**config.mk**
```make
export PLATFORM = sky130hd
export DESIGN_NAME = line_stream_feeder
export DESIGN_NICKNAME = d
export VERILOG_FILES = /design/src/rtl/line_stream_feeder_pkg.sv /design/src/rtl/line_stream_feeder_raster_counter.sv /design/src/rtl/line_stream_feeder.sv
export SDC_FILE = /design/constraint.sdc
export NUM_CORES = 1
export LEC_CHECK = 0
export BUFFER_PORTS_ARGS = -buffer_cell sky130_fd_sc_hd__buf_2
export CORE_MARGIN = 4
export CORE_UTILIZATION = 48
export DETAILED_ROUTE_END_ITERATION = 8
export PLACE_DENSITY = 0.9
export SYNTH_ARGS = -nofsm -noshare
export SYNTH_HDL_FRONTEND = slang
export SYNTH_HIERARCHICAL = 1
export SYNTH_SLANG_ARGS = --single-unit
```
**constraint.sdc**
```tcl
create_clock -name Clk -period 3.2 [get_ports Clk]
set_input_delay 0.48 -clock Clk [delete_from_list [all_inputs] [get_ports Clk]]
set_output_delay 0.48 -clock Clk [all_outputs]
set_load 0.02 [all_outputs]
```
**src/rtl/line_stream_feeder_pkg.sv**
```systemverilog
// Shared constants for the tile raster feeder: FSM encoding and size limits.
package line_stream_feeder_pkg;

  localparam logic [1:0] SIdle  = 2'b00;
  localparam logic [1:0] SRead  = 2'b01;
  localparam logic [1:0] SFlush = 2'b11;
  localparam logic [1:0] SDone  = 2'b10;

  localparam int unsigned MaxDim    = 416;
  localparam int unsigned MinRow    = 5;
  localparam int unsigned FlushTail = 2;

endpackage

```
**src/rtl/line_stream_feeder_raster_counter.sv**
```systemverilog
// Row/col raster counter: row wraps at row_last and bumps col; term_c flags a chosen position.
module raster_counter #(
  parameter int unsigned RowWidth = 9,
  parameter int unsigned ColWidth = 9
) (
  input  logic                clk,
  input  logic                rst_n,
  input  logic                clear,
  input  logic                step,
  input  logic [RowWidth-1:0] row_last,
  input  logic [RowWidth-1:0] term_row,
  input  logic [ColWidth-1:0] term_col,
  output logic [RowWidth-1:0] row,
  output logic [ColWidth-1:0] col,
  output logic                row_end_c,
  output logic                term_c
);

  assign row_end_c = (row == row_last);
  assign term_c    = (row == term_row) && (col == term_col);

  always_ff @(posedge clk) begin
    if (!rst_n || clear) begin
      row <= '0;
      col <= '0;
    end else if (step) begin
      if (row_end_c) begin
        row <= '0;
        col <= col + ColWidth'(1);
      end else begin
        row <= row + RowWidth'(1);
      end
    end
  end

endmodule

```
**src/rtl/line_stream_feeder.sv**
```systemverilog
// Streams one tile from RAM in raster order with aligned counts, then zero flush beats
// so the 3x3 window generator can emit its bottom-padding windows.
module line_stream_feeder
  import line_stream_feeder_pkg::*;
#(
  parameter int unsigned DataWidth   = 64,
  parameter int unsigned MaxRowWidth = 9,
  parameter int unsigned MaxColWidth = 9,
  parameter int unsigned AddrWidth   = 18
) (
  input  logic                   Clk,
  input  logic                   Rst_n,
  input  logic                   start,
  input  logic [AddrWidth-1:0]   base_addr,
  input  logic [MaxRowWidth-1:0] row_in,
  input  logic [MaxColWidth-1:0] col_in,
  output logic                   rd_en,
  output logic [AddrWidth-1:0]   rd_addr,
  input  logic [DataWidth-1:0]   rd_data,
  output logic [DataWidth-1:0]   data_out,
  output logic [MaxRowWidth-1:0] row_count,
  output logic [MaxColWidth-1:0] col_count,
  output logic                   stream_valid,
  output logic                   busy,
  output logic                   done,
  output logic                   size_err
);

  logic [1:0]             state, state_next;
  logic [MaxRowWidth-1:0] row_last;
  logic [MaxColWidth-1:0] col_lines;
  logic [MaxRowWidth-1:0] cnt_row;
  logic [MaxColWidth-1:0] cnt_col;
  logic                   row_end_c, term_c;
  logic                   real_beat, last_beat;
  logic                   legal_c, accept_c, reject_c, issue_c, read_last_c;

  assign legal_c = (row_in >= MaxRowWidth'(MinRow)) && (row_in <= MaxRowWidth'(MaxDim)) &&
                   (col_in != '0) && (col_in <= MaxColWidth'(MaxDim));

  // Issue stage stops once the terminal beat has moved into the output stage.
  assign issue_c     = (state == SRead) || ((state == SFlush) && !last_beat);
  assign read_last_c = row_end_c && (cnt_col == col_lines - MaxColWidth'(1));

  raster_counter #(
    .RowWidth(MaxRowWidth),
    .ColWidth(MaxColWidth)
  ) u_counter (
    .clk      (Clk),
    .rst_n    (Rst_n),
    .clear    (accept_c),
    .step     (issue_c),
    .row_last (row_last),
    .term_row (MaxRowWidth'(FlushTail - 1)),
    .term_col (col_lines + MaxColWidth'(1)),
    .row      (cnt_row),
    .col      (cnt_col),
    .row_end_c(row_end_c),
    .term_c   (term_c)
  );

  always_comb begin
    state_next = state;
    accept_c   = 1'b0;
    reject_c   = 1'b0;
    case (state)
      SIdle: begin
        if (start) begin
          if (legal_c) begin
            accept_c   = 1'b1;
            state_next = SRead;
          end else begin
            reject_c = 1'b1;
          end
        end
      end
      SRead:   if (read_last_c) state_next = SFlush;
      SFlush:  if (last_beat) state_next = SDone;
      SDone:   state_next = SIdle;
      default: state_next = SIdle;
    endcase
  end

  always_ff @(posedge Clk) begin
    if (!Rst_n) state <= SIdle;
    else        state <= state_next;
  end

  // Output stage lags the issue stage by one cycle to line up with RAM read latency.
  always_ff @(posedge Clk) begin
    if (!Rst_n) begin
      row_last     <= '0;
      col_lines    <= '0;
      rd_en        <= 1'b0;
      rd_addr      <= '0;
      stream_valid <= 1'b0;
      row_count    <= '0;
      col_count    <= '0;
      real_beat    <= 1'b0;
      last_beat    <= 1'b0;
      busy         <= 1'b0;
      done         <= 1'b0;
      size_err     <= 1'b0;
    end else begin
      if (accept_c) begin
        row_last  <= row_in - MaxRowWidth'(1);
        col_lines <= col_in;
      end
      rd_en <= (state_next == SRead);
      if (state_next == SRead) rd_addr <= (state == SIdle) ? base_addr : rd_addr + AddrWidth'(1);
      else                     rd_addr <= '0;
      stream_valid <= issue_c;
      row_count    <= issue_c ? cnt_row : '0;
      col_count    <= issue_c ? cnt_col : '0;
      real_beat    <= issue_c && (state == SRead);
      last_beat    <= issue_c && term_c;
      busy         <= (state_next == SRead) || (state_next == SFlush);
      done         <= (state_next == SDone);
      size_err     <= reject_c;
    end
  end

  assign data_out = real_beat ? rd_data : '0;

endmodule

```
==> out/metrics.sh <==
FLOORPLAN.ROWS=36
IO_BUFFER_COUNT=207
SYNTH.LARGEST_AREA_CELL='dfxtp_1'
SIMPLE_GATE_SHARE_OF_THE_SYNTHESIZED_AREA=0.346
TOTAL_LENGTH_OF_ROUTED_WIRES_UM=14200
DRC=0
SYNTH.AREA.MUX_SHARE=0.0208
REQUIRED_PS=3420
FP.COREAREA_MM2=0.00977
YOSYS_WARNINGS=6
NETLIST_AREA_MM2=0.00480
TIMING.HOLD.WORST.CLASS='primary input to flop'
DETAIL_ROUTE.ITER0.VIOLATIONS=347
DETAILED_PLACE_HPWL_UM=11200
SETUP.WORST_PATH.CLASS='flop to flop'
MAXIMUM_NUMBER_OF_PINS_ON_ONE_NET_BEFORE_GLOBAL_ROUTE_REPAIR=65
STATUS='finished clean'
WORST_SETUP_PATH_END_KIND='flop'
SYNTH_TOP_AREA_FRAC=0.337
FINAL_HOLD_VIOL_COUNT=0
ROUTED_VIA_DENSITY=5.20
PERIOD_SHARE=0.820
TRITONCTS_CLOCK_TREE='yes'
HTREEDEPTH=3
PWR_DENSITY_CELL_mW_PER_MM2=387
DIEHEIGHT_UM=108
SYNTH.YOSYS.SEQ_AREA_SHARE=0.337
DRV.MAX_CAP_VIOLATION_COUNT=0
DESIGN.DIE.AREA_MM2=0.0117
DIE_WIDTH_UM=108
CTS_RESIZED=0
SYNTH.TOP_CELLS.BY_COUNT='dfxtp_1 (81), and2_1 (68), nand2_1 (59), xnor2_1 (44), nor2_1 (37)'
POSTROUTEANTENNANETS=0
CLOCK_SKEW_PS=13.4
SYNTH_ENABLE_FLOP_CELLS=0
SYNTH_AREA_LEADERS='dfxtp_1 (34%), and2_1 (8.9%), xnor2_1 (8.0%), xor2_1 (5.1%), nand2_1 (4.6%)'
ANTENNA_VIOLATIONS_BEFORE_REPAIR=4
RELSLEWSLACK=0.541
MULTIINPUTGATEAREA_MM2=0.00302
SETUP.REG_TO_REG.WORST_SLACK_PS=580
CTS_NUM_SINKS=81
AREA.GROWTH.SYNTH_TO_FINAL_PCT=27.8
MINIMUM_CLOCK_PERIOD_PS=2620
CLK_TRANSITION_REPORTED_PATHS_PS=90
SLEW_VIOL_FINAL=0
IR_WORST_VDD_mV=0.205
FF_LATCH_AREA_MM2=0.00162
MAIN_COMBINATIONAL_CELL_FAMILY_BY_AREA_AFTER_SYNTHESIS='simple AND/OR/NAND/NOR gates'
DETAIL_ROUTE.WL_PER_CELL_UM=15.8
YOSYS_REGISTER_BITS=81
CRITICAL_PATH_ARRIVAL_PS=2840
YOSYS.AREA_SHARE.XOR_XNOR=0.148
POSTSYNTHCELLCOUNT=558
WORSTSKEWPAIRLATENCY_PS=370
TOTAL_CTS_BUFFERS=9
CRIT_PATH_START_KIND='flop'
STARTING_DENSITY_OF_THE_CORE=0.492
TIMING.HOLD.WS_PS=358
NUMBER_OF_SETUP_VIOLATIONS_IN_THE_FINAL_REPORT=0
SETUP-TNS-FINAL_PS=0
MAX-CLOCK-PATH-BUFFERS=2
NUMBER_OF_GLOBAL_ROUTE_VIAS_BEFORE_REPAIR=4346
CP_MAX_FO=19
N_FILL_CELL=832
YS.FLOP_TYPE='dfxtp_1'
GLOBAL_ROUTE.OVERFLOW_TOTAL=0
FINALWEIGHTEDCONGESTION=0.924
ROUTED_VIA_COUNT=4674
SYNTH.LIB_CELLS_USED.DISTINCT=54
FINAL_NET_COUNT=866
GR-USAGE-ALL-LAYERS=0.238
NUMBER_OF_BUFFERS_INSERTED_FOR_HOLD_REPAIR_AFTER_CLOCK_TREE_SYNTHESIS=0
RSZ0062_AT_GRT='no'
SYNTHADDERAREAFRAC=0.0182
FMAX_MHz=381
YS_ASYNC_SR_FRACTION=0
POWER_LEAKAGE_nW=2.94
FIRSTDRTPASSITERS=5
SYNTHESIS.AREA_PER_INSTANCE_UM2=8.61
DESIGN.PORTCOUNT=208
GRT_PASS1_WL_UM=21900
CLOCK_TREE.ROOT_CELL='clkbuf_8'
CTS_SETUP_BUFFERS=0
FINAL_LAYOUT_SIZE_SUFFIX_GT1_FRAC=0.350
SYNTH_COMPOUND_AREA_FRAC=0.0872
SYNTHMOSTINSTANTIATEDCELL='dfxtp_1'
TIGHTESTPINTRANSITION_PS=688
sequential cells by signal, indices dropped and copies added (netlist names), 2 cells and up:
register,flops
row_last,9
col_count,9
state,2
row_count,9
col_lines,9
u_counter/row,9
rd_addr,18
u_counter/col,9
path summary, 6_finish.rpt:
path	startpoint	to	cells past startpoint
min	base_addr[13]	rd_addr[13]$_SDFF_PN0_	3
max reg2reg	u_counter/row[2]$_SDFFE_PP0P_	rd_addr[8]$_SDFF_PN0_	9
max	u_counter/row[2]$_SDFFE_PP0P_	rd_addr[8]$_SDFF_PN0_	9
min reg2reg	row_last[7]$_SDFFE_PN0P_	row_last[7]$_SDFFE_PN0P_	2
logic make-up (layout without fill, tap and decap cells):
| group | after synthesis | after routing |
|---|---|---|
| xor gates and xnor gates | 77 | 77 |
| AOI/OAI and AO/OA | 48 | 48 |
| adders and majority gates | 7 | 7 |
| buffers and inverters | 45 | 241 |
| and+or+nand+nor | 288 | 288 |
| DFF | 81 | 81 |
| other | 2 | 13 |
| muxes | 10 | 10 |
cell usage in the layout, fill, tap and decap left out, types with 10 or more instances in the layout:
master    Yosys  layout
nor3_1       22      22
xor2_1       28      28
nor2_1       37      37
nand2_1      59      59
and3_1       25      25
nand4_1      14      14
dfxtp_1      81      81
buf_2         6     207
and2_1       68      68
mux2i_1      10      10
nand2b_1     11      11
nand3_1      15      15
clkbuf_8      0      10
xnor2_1      44      44
stage by stage:
stage	power (mW)	utilization	std cells	area [um2]	worst slack, ps
after global routing	2.50	0.628	898	6140	369
after floorplan	1.50	-	565	4830	610
after CTS	2.39	0.627	894	6130	589
after detailed placement	1.69	0.608	878	5940	317
final	2.38	0.628	898	6140	577
after global placement	1.67	0.608	878	5940	464
per-layer routing:
layer,wire (um),share of wire,global-route usage
met2,7290,0.51,0.425
met3,1110,0.078,0.0519
met5,0,0,0
met1,5420,0.38,0.270
met4,400,0.028,0.109
worst max-delay path, cell delays in order (launching register included):
cell,delay [ps]
dfxtp_1,540
xnor2_2,180
nand3_4,230
nor3_1,250
nand4_1,140
nor4_1,380
a32oi_2,190
o221ai_2,180
buf_4,290
a211oi_1,90
power breakdown:
part | internal, mW | switching, mW
clock | 0.311 | 0.397
sequential | 1.05 | 0.0541
combinational | 0.232 | 0.334
layout make-up:
cell class,instances,area share
timing repair buffer,216,0.180
antenna,4,0.00163
tap,133,0.0271
sequential,81,0.264
inverter,9,0.00550
clock inverter,6,0.00795
clock buffer,10,0.0224
multi-input combinational,439,0.491
Power figures use the tool's default switching activity.
